$ cat config.mk
export PLATFORM = sky130hd
export DESIGN_NAME = pipe_sum
export DESIGN_NICKNAME = d
export VERILOG_FILES = /design/src/rtl/pipe_sum_pkg.sv /design/src/rtl/pipe_sum_stage.sv /design/src/rtl/pipe_sum.sv
export SDC_FILE = /design/constraint.sdc
export NUM_CORES = 1
export LEC_CHECK = 0
export ABC_AREA = 1
export BUFFER_PORTS_ARGS = -buffer_cell sky130_fd_sc_hd__buf_2
export CAP_MARGIN = 20
export CORE_MARGIN = 2
export CORE_UTILIZATION = 32
export CTS_CLUSTER_DIAMETER = 60
export DETAILED_ROUTE_END_ITERATION = 10
export PLACE_DENSITY = 0.55
export SYNTH_ARGS = -nofsm -noshare
export SYNTH_HDL_FRONTEND = slang
export SYNTH_SLANG_ARGS = --single-unit
$ cat constraint.sdc
create_clock -name clk -period 2.3 [get_ports clk]
set_input_delay 0.23 -clock clk [delete_from_list [all_inputs] [get_ports clk]]
set_output_delay 0.23 -clock clk [all_outputs]
set_load 0.05 [all_outputs]
$ cat src/rtl/pipe_sum_pkg.sv
// rtl/pipe_sum_pkg.sv - shared defaults, op encoding and the chunk adder for pipe_sum
package pipe_sum_pkg;

  localparam int DEFAULT_WIDTH  = 32;
  localparam int DEFAULT_STAGES = 4;
  localparam int MAX_CHUNK      = 64;

  typedef enum logic {
    OP_ADD = 1'b0,
    OP_SUB = 1'b1
  } op_e;

  // Bits of a and b at or above w are masked off; cout is the carry out of bit w-1.
  function automatic logic [MAX_CHUNK:0] chunk_add(
    input logic [MAX_CHUNK-1:0] a,
    input logic [MAX_CHUNK-1:0] b,
    input logic                 cin,
    input int                   w
  );
    logic [MAX_CHUNK:0]   full;
    logic [MAX_CHUNK-1:0] mask;
    mask = (w >= MAX_CHUNK) ? '1 : ((MAX_CHUNK'(1) << w) - MAX_CHUNK'(1));
    full = {1'b0, a & mask} + {1'b0, b & mask} + {{MAX_CHUNK{1'b0}}, cin};
    chunk_add = {full[w], full[MAX_CHUNK-1:0] & mask};
  endfunction

endpackage

$ cat src/rtl/pipe_sum_stage.sv
// rtl/pipe_sum_stage.sv - one skewed-pipeline stage: adds chunk IDX and keeps only the bits still needed
module pipe_sum_stage
  import pipe_sum_pkg::*;
#(
  parameter int WIDTH = DEFAULT_WIDTH,
  parameter int CHUNK = DEFAULT_WIDTH / DEFAULT_STAGES,
  parameter int IDX   = 0
) (
  input  logic             clk,
  input  logic             rst_n,
  input  logic             valid_in,
  input  logic             adv_next,
  output logic             adv,
  output logic             valid_q,
  input  logic             cin,
  input  logic [WIDTH-1:0] a_in,
  input  logic [WIDTH-1:0] b_in,
  input  logic [WIDTH-1:0] sum_in,
  output logic             cout_q,
  output logic [WIDTH-1:0] a_q,
  output logic [WIDTH-1:0] b_q,
  output logic [WIDTH-1:0] sum_q,
  output logic [1:0]       sign_q
);

  localparam int LO      = IDX * CHUNK;
  localparam int HI_DONE = LO + CHUNK;

  logic [MAX_CHUNK:0]   r;
  logic [WIDTH-1:0]     sum_nxt;
  logic [HI_DONE-1:0]   sum_r;
  logic                 load;
  logic                 unused_bits;

  assign adv  = !valid_q || adv_next;
  assign load = adv && valid_in;

  always_comb begin
    r = chunk_add(MAX_CHUNK'(a_in[LO +: CHUNK]), MAX_CHUNK'(b_in[LO +: CHUNK]), cin, CHUNK);
    sum_nxt = sum_in;
    sum_nxt[LO +: CHUNK] = r[CHUNK-1:0];
  end

  // Only this stage's consumed operand bits and the unfinished sum bits are dropped.
  assign unused_bits = ^{a_in, b_in, sum_in, r};

  always_ff @(posedge clk or negedge rst_n) begin
    if (!rst_n) begin
      valid_q <= 1'b0;
      cout_q  <= 1'b0;
      sum_r   <= '0;
      sign_q  <= 2'b00;
    end else if (adv) begin
      valid_q <= valid_in;
      if (valid_in) begin
        cout_q <= r[MAX_CHUNK];
        sum_r  <= sum_nxt[HI_DONE-1:0];
        sign_q <= {a_in[WIDTH-1], b_in[WIDTH-1]};
      end
    end
  end

  assign sum_q = WIDTH'(sum_r);

  if (HI_DONE < WIDTH) begin : g_rem
    logic [WIDTH-1:HI_DONE] a_rem_r, b_rem_r;
    always_ff @(posedge clk or negedge rst_n) begin
      if (!rst_n) begin
        a_rem_r <= '0;
        b_rem_r <= '0;
      end else if (load) begin
        a_rem_r <= a_in[WIDTH-1:HI_DONE];
        b_rem_r <= b_in[WIDTH-1:HI_DONE];
      end
    end
    assign a_q = {a_rem_r, {HI_DONE{1'b0}}};
    assign b_q = {b_rem_r, {HI_DONE{1'b0}}};
  end else begin : g_top
    assign a_q = '0;
    assign b_q = '0;
  end

endmodule

$ cat src/rtl/pipe_sum.sv
// rtl/pipe_sum.sv - pipelined add/subtract, one CHUNK-bit ripple per stage, bubble-collapsing flow control
module pipe_sum
  import pipe_sum_pkg::*;
#(
  parameter int WIDTH  = DEFAULT_WIDTH,
  parameter int STAGES = DEFAULT_STAGES
) (
  input  logic             clk,
  input  logic             rst_n,
  input  logic             in_valid,
  output logic             in_ready,
  input  logic [WIDTH-1:0] in_a,
  input  logic [WIDTH-1:0] in_b,
  input  logic             in_sub,
  input  logic             in_cin,
  output logic             out_valid,
  input  logic             out_ready,
  output logic [WIDTH-1:0] out_sum,
  output logic             out_cout,
  output logic             out_ovf
);

  localparam int CHUNK = WIDTH / STAGES;

  if (WIDTH < 2 || STAGES < 1 || STAGES > WIDTH || (WIDTH % STAGES) != 0 || CHUNK > MAX_CHUNK)
  begin : g_bad_params
    $error("pipe_sum: illegal WIDTH/STAGES combination");
  end

  op_e              op;
  logic [WIDTH-1:0] a_w     [STAGES+1];
  logic [WIDTH-1:0] b_w     [STAGES+1];
  logic [WIDTH-1:0] sum_w   [STAGES+1];
  logic             carry_w [STAGES+1];
  logic             valid_w [STAGES+1];
  logic             adv_w   [STAGES+1];
  logic [1:0]       sign_w  [STAGES];

  assign op         = op_e'(in_sub);
  assign a_w[0]     = in_a;
  assign b_w[0]     = (op == OP_SUB) ? ~in_b : in_b;
  assign sum_w[0]   = '0;
  assign carry_w[0] = (op == OP_SUB) ? 1'b1 : in_cin;
  assign valid_w[0] = in_valid;
  assign adv_w[STAGES] = out_ready;

  for (genvar k = 0; k < STAGES; k++) begin : g_stage
    pipe_sum_stage #(.WIDTH(WIDTH), .CHUNK(CHUNK), .IDX(k)) u_stage (
      .clk      (clk),
      .rst_n    (rst_n),
      .valid_in (valid_w[k]),
      .adv_next (adv_w[k+1]),
      .adv      (adv_w[k]),
      .valid_q  (valid_w[k+1]),
      .cin      (carry_w[k]),
      .a_in     (a_w[k]),
      .b_in     (b_w[k]),
      .sum_in   (sum_w[k]),
      .cout_q   (carry_w[k+1]),
      .a_q      (a_w[k+1]),
      .b_q      (b_w[k+1]),
      .sum_q    (sum_w[k+1]),
      .sign_q   (sign_w[k])
    );
  end

  assign in_ready  = adv_w[0];
  assign out_valid = valid_w[STAGES];
  assign out_sum   = sum_w[STAGES];
  assign out_cout  = carry_w[STAGES];
  // sign_w holds {A msb, B_eff msb} as seen by the top chunk.
  assign out_ovf   = (sign_w[STAGES-1][1] == sign_w[STAGES-1][0]) &&
                     (out_sum[WIDTH-1] != sign_w[STAGES-1][1]);

endmodule
==> run metrics <==
status finished clean; power share of the combinational group 39.0%; switching share of power 42.2%; fmax 534 MHz; Hold Path Class input port to register; I/O Buffers 105; Initial Utilization 32.8%; nets 1212; n_diodes 0; CTS max path bufs 2; Clock power frac 21.6%; first-pass GRT wire length 32.0 mm; DP HPWL 12.8 mm; Seq pwr share 39.4%; Global Route Usage Sum 14.1%; core area 26200 sq um; Area growth syn-to-layout 19.1%; initial antenna violation count 0; Syn Area/Cell 8.66 sq um; worst-margin pin slew 670 ps; Via density 4.34; clock period minus worst slack 1870 ps; internal power 7.51 mW; Yosys warning count 0; vias post-DR 6312; CP Capture Type register; Die W 168 um; final setup fails 0; Pre-antenna DRT Iters 4; P_sw 5.49 mW; CTS Root Cell clkbuf_16; mapped cell area 8590 sq um; clk_lat worst skew 430 ps; syn nets 1097; antenna-violating nets left 0; Worst Path Required 2680 ps; CP max FO 2; H-tree lvl count 4; Post-CTS Hold Buffers 21; Final Routed Wirelength 18.5 mm; post-route cell area 10200 sq um; Setup TNS Final 0 ps; Max VDD drop 0.000586 V; final hold violation count 0; Ports 106; row count 59; full die area 28200 sq um; number of DRC markers in iteration 0 363; Synth cell types 25; Post-DP Area 9460 sq um; Fin Clk Skew 11.6 ps; Yosys reg bits 186; fraction of layout cells with a size suffix above 1 14.8%; Slew headroom 55.3%; RSZ-0062 raised after global routing no; Final GP Congestion 0.826; Leak 5.39 nW; routed wire length per instance 12.7 um; CTS tree yes; Num CTS Buffers 17; # Max-Cap Violations 0; Die H 168 um; DRC viols 0; final period utilization 81.4%; sequential share of the synthesized area 54.2%; Setup CP Type register to register; largest net degree at the start of global routing 85; startpoint types register; Power Density 1270 nW/um^2; arrival time worst endpoint 2250 ps; Gate Count Post-Synth 991; post-CTS setup buffers 0; post-CTS sizing 0; Pins Over Slew Limit 0; GR Overflow Total 0; vias in the first global route 6272; clk slew on worst S/H paths 80 ps; CTS Sinks 186
## sequential cells by signal (all words and copies together) (netlist names)
register	cells
g_stage.u_stage.valid_q	4
g_stage.u_stage.cout_q	4
g_stage.u_stage.g_rem.b_rem_r	48
g_stage.u_stage.sign_q	2
g_stage.u_stage.g_rem.a_rem_r	48
g_stage.u_stage.sum_r	48
g_stage.u_stage.sum_q	32
## path summary, 6_finish.rpt
path | to | from | slack (ps) | cells past startpoint
worst max-delay path | g_stage[3].u_stage.sum_q[30]$_DFFE_PN0P_ | g_stage[2].u_stage.g_rem.a_rem_r[24]$_DFFE_PN0P_ | 430 | 9
worst min-delay path | g_stage[0].u_stage.g_rem.a_rem_r[29]$_DFFE_PN0P_ | in_a[29] | 20 | 3
worst max register to register | g_stage[3].u_stage.sum_q[30]$_DFFE_PN0P_ | g_stage[2].u_stage.g_rem.a_rem_r[24]$_DFFE_PN0P_ | 430 | 9
worst min register to register | g_stage[3].u_stage.sum_q[10]$_DFFE_PN0P_ | g_stage[3].u_stage.sum_q[10]$_DFFE_PN0P_ | 470 | 2
max in group asynchronous | g_stage[2].u_stage.sum_r[22]$_DFFE_PN0P_ | rst_n | 1240 | 3
min in group asynchronous | g_stage[0].u_stage.g_rem.a_rem_r[9]$_DFFE_PN0P_ | rst_n | 350 | 2
## Yosys cell counts
library cell	n	share of area, %
xor2_1	10	1.0
o22ai_2	2	0.29
fa_1	8	1.9
or2_2	8	0.58
clkbuf_1	13	0.57
a21oi_1	19	1.1
buf_2	19	1.1
dfrtp_1	186	54
nand3b_1	10	0.87
xnor2_1	29	3.0
nor2_4	1	0.13
nor2_1	18	0.79
nand2_2	2	0.15
o21ai_0	68	4.0
buf_4	7	0.61
nand4_2	1	0.15
buf_6	2	0.26
inv_1	62	2.7
nor2_2	1	0.073
nand2_1	446	19
nand3_1	32	1.9
o21ai_1	13	0.76
o21bai_1	3	0.26
inv_2	3	0.13
ha_1	28	4.1
## metal layers
metal	wire length (um)	track usage [%]
met1	9920	20.9
met2	7830	21.2
met4	258	4.12
met3	437	2.61
met5	0	0
## final cells by class
type | count | area (sq um)
Multi-Input combinational cell | 699 | 3470
Fill cell | 2710 | 16000
Tap cell | 335 | 419
Inverter | 65 | 244
Timing Repair Buffer | 137 | 877
Sequential cell | 186 | 4650
Clock inverter | 14 | 133
Clock buffer | 18 | 429
## power groups by stage
stage          clock network (mW)  logic, mW  registers [mW]
3_5_place_dp                    0       5.10            5.19
4_1_cts                      2.87       5.16            5.14
3_3_place_gp                    0       5.05            5.16
6_report                     2.80       5.07            5.12
5_1_grt                      3.01       5.83            5.28
2_1_floorplan                   0       3.02            5.91
## metrics by stage
step	hold slack [ps]	cells	util (%)	total power [mW]	setup WS [ps]
finish	18.5	1454	39.0	13.0	427
global route	37.1	1454	39.0	14.1	252
CTS	13.5	1454	39.0	13.2	402
detailed placement	291	1401	36.1	10.3	235
global placement	289	1401	36.1	10.2	298
floorplan	-65.6	991	-	8.93	218
## cell usage in the layout (no fill, tap or decap), types with 17 or more instances in the layout
master and n:
inv_1 62, ha_1 28, nor2_1 18, a21oi_1 19
nand3_1 32, nand2_1 445, dlygate4sd3_1 21, dfrtp_1 186
xnor2_1 29, clkbuf_16 17, buf_2 104, o21ai_0 68
## logic make-up after synthesis
family,count (synthesis),share of synthesized area [%]
simple gates,519,24.1
buf+inv,106,5.39
flops,186,54.2
compound gates,105,6.38
fa+ha+maj,36,5.94
xor+xnor,39,3.98
## critical path, cell delays in order (launching register included)
cell     delay (ps)
dfrtp_1         400
fa_1            480
fa_1            420
nand3_1          90
nand2_1          80
nand2_1          80
nand2_1          60
nand2_1          60
nand3_1          60
nand2_1          70
No activity file was read; power rests on OpenSTA's default activity.
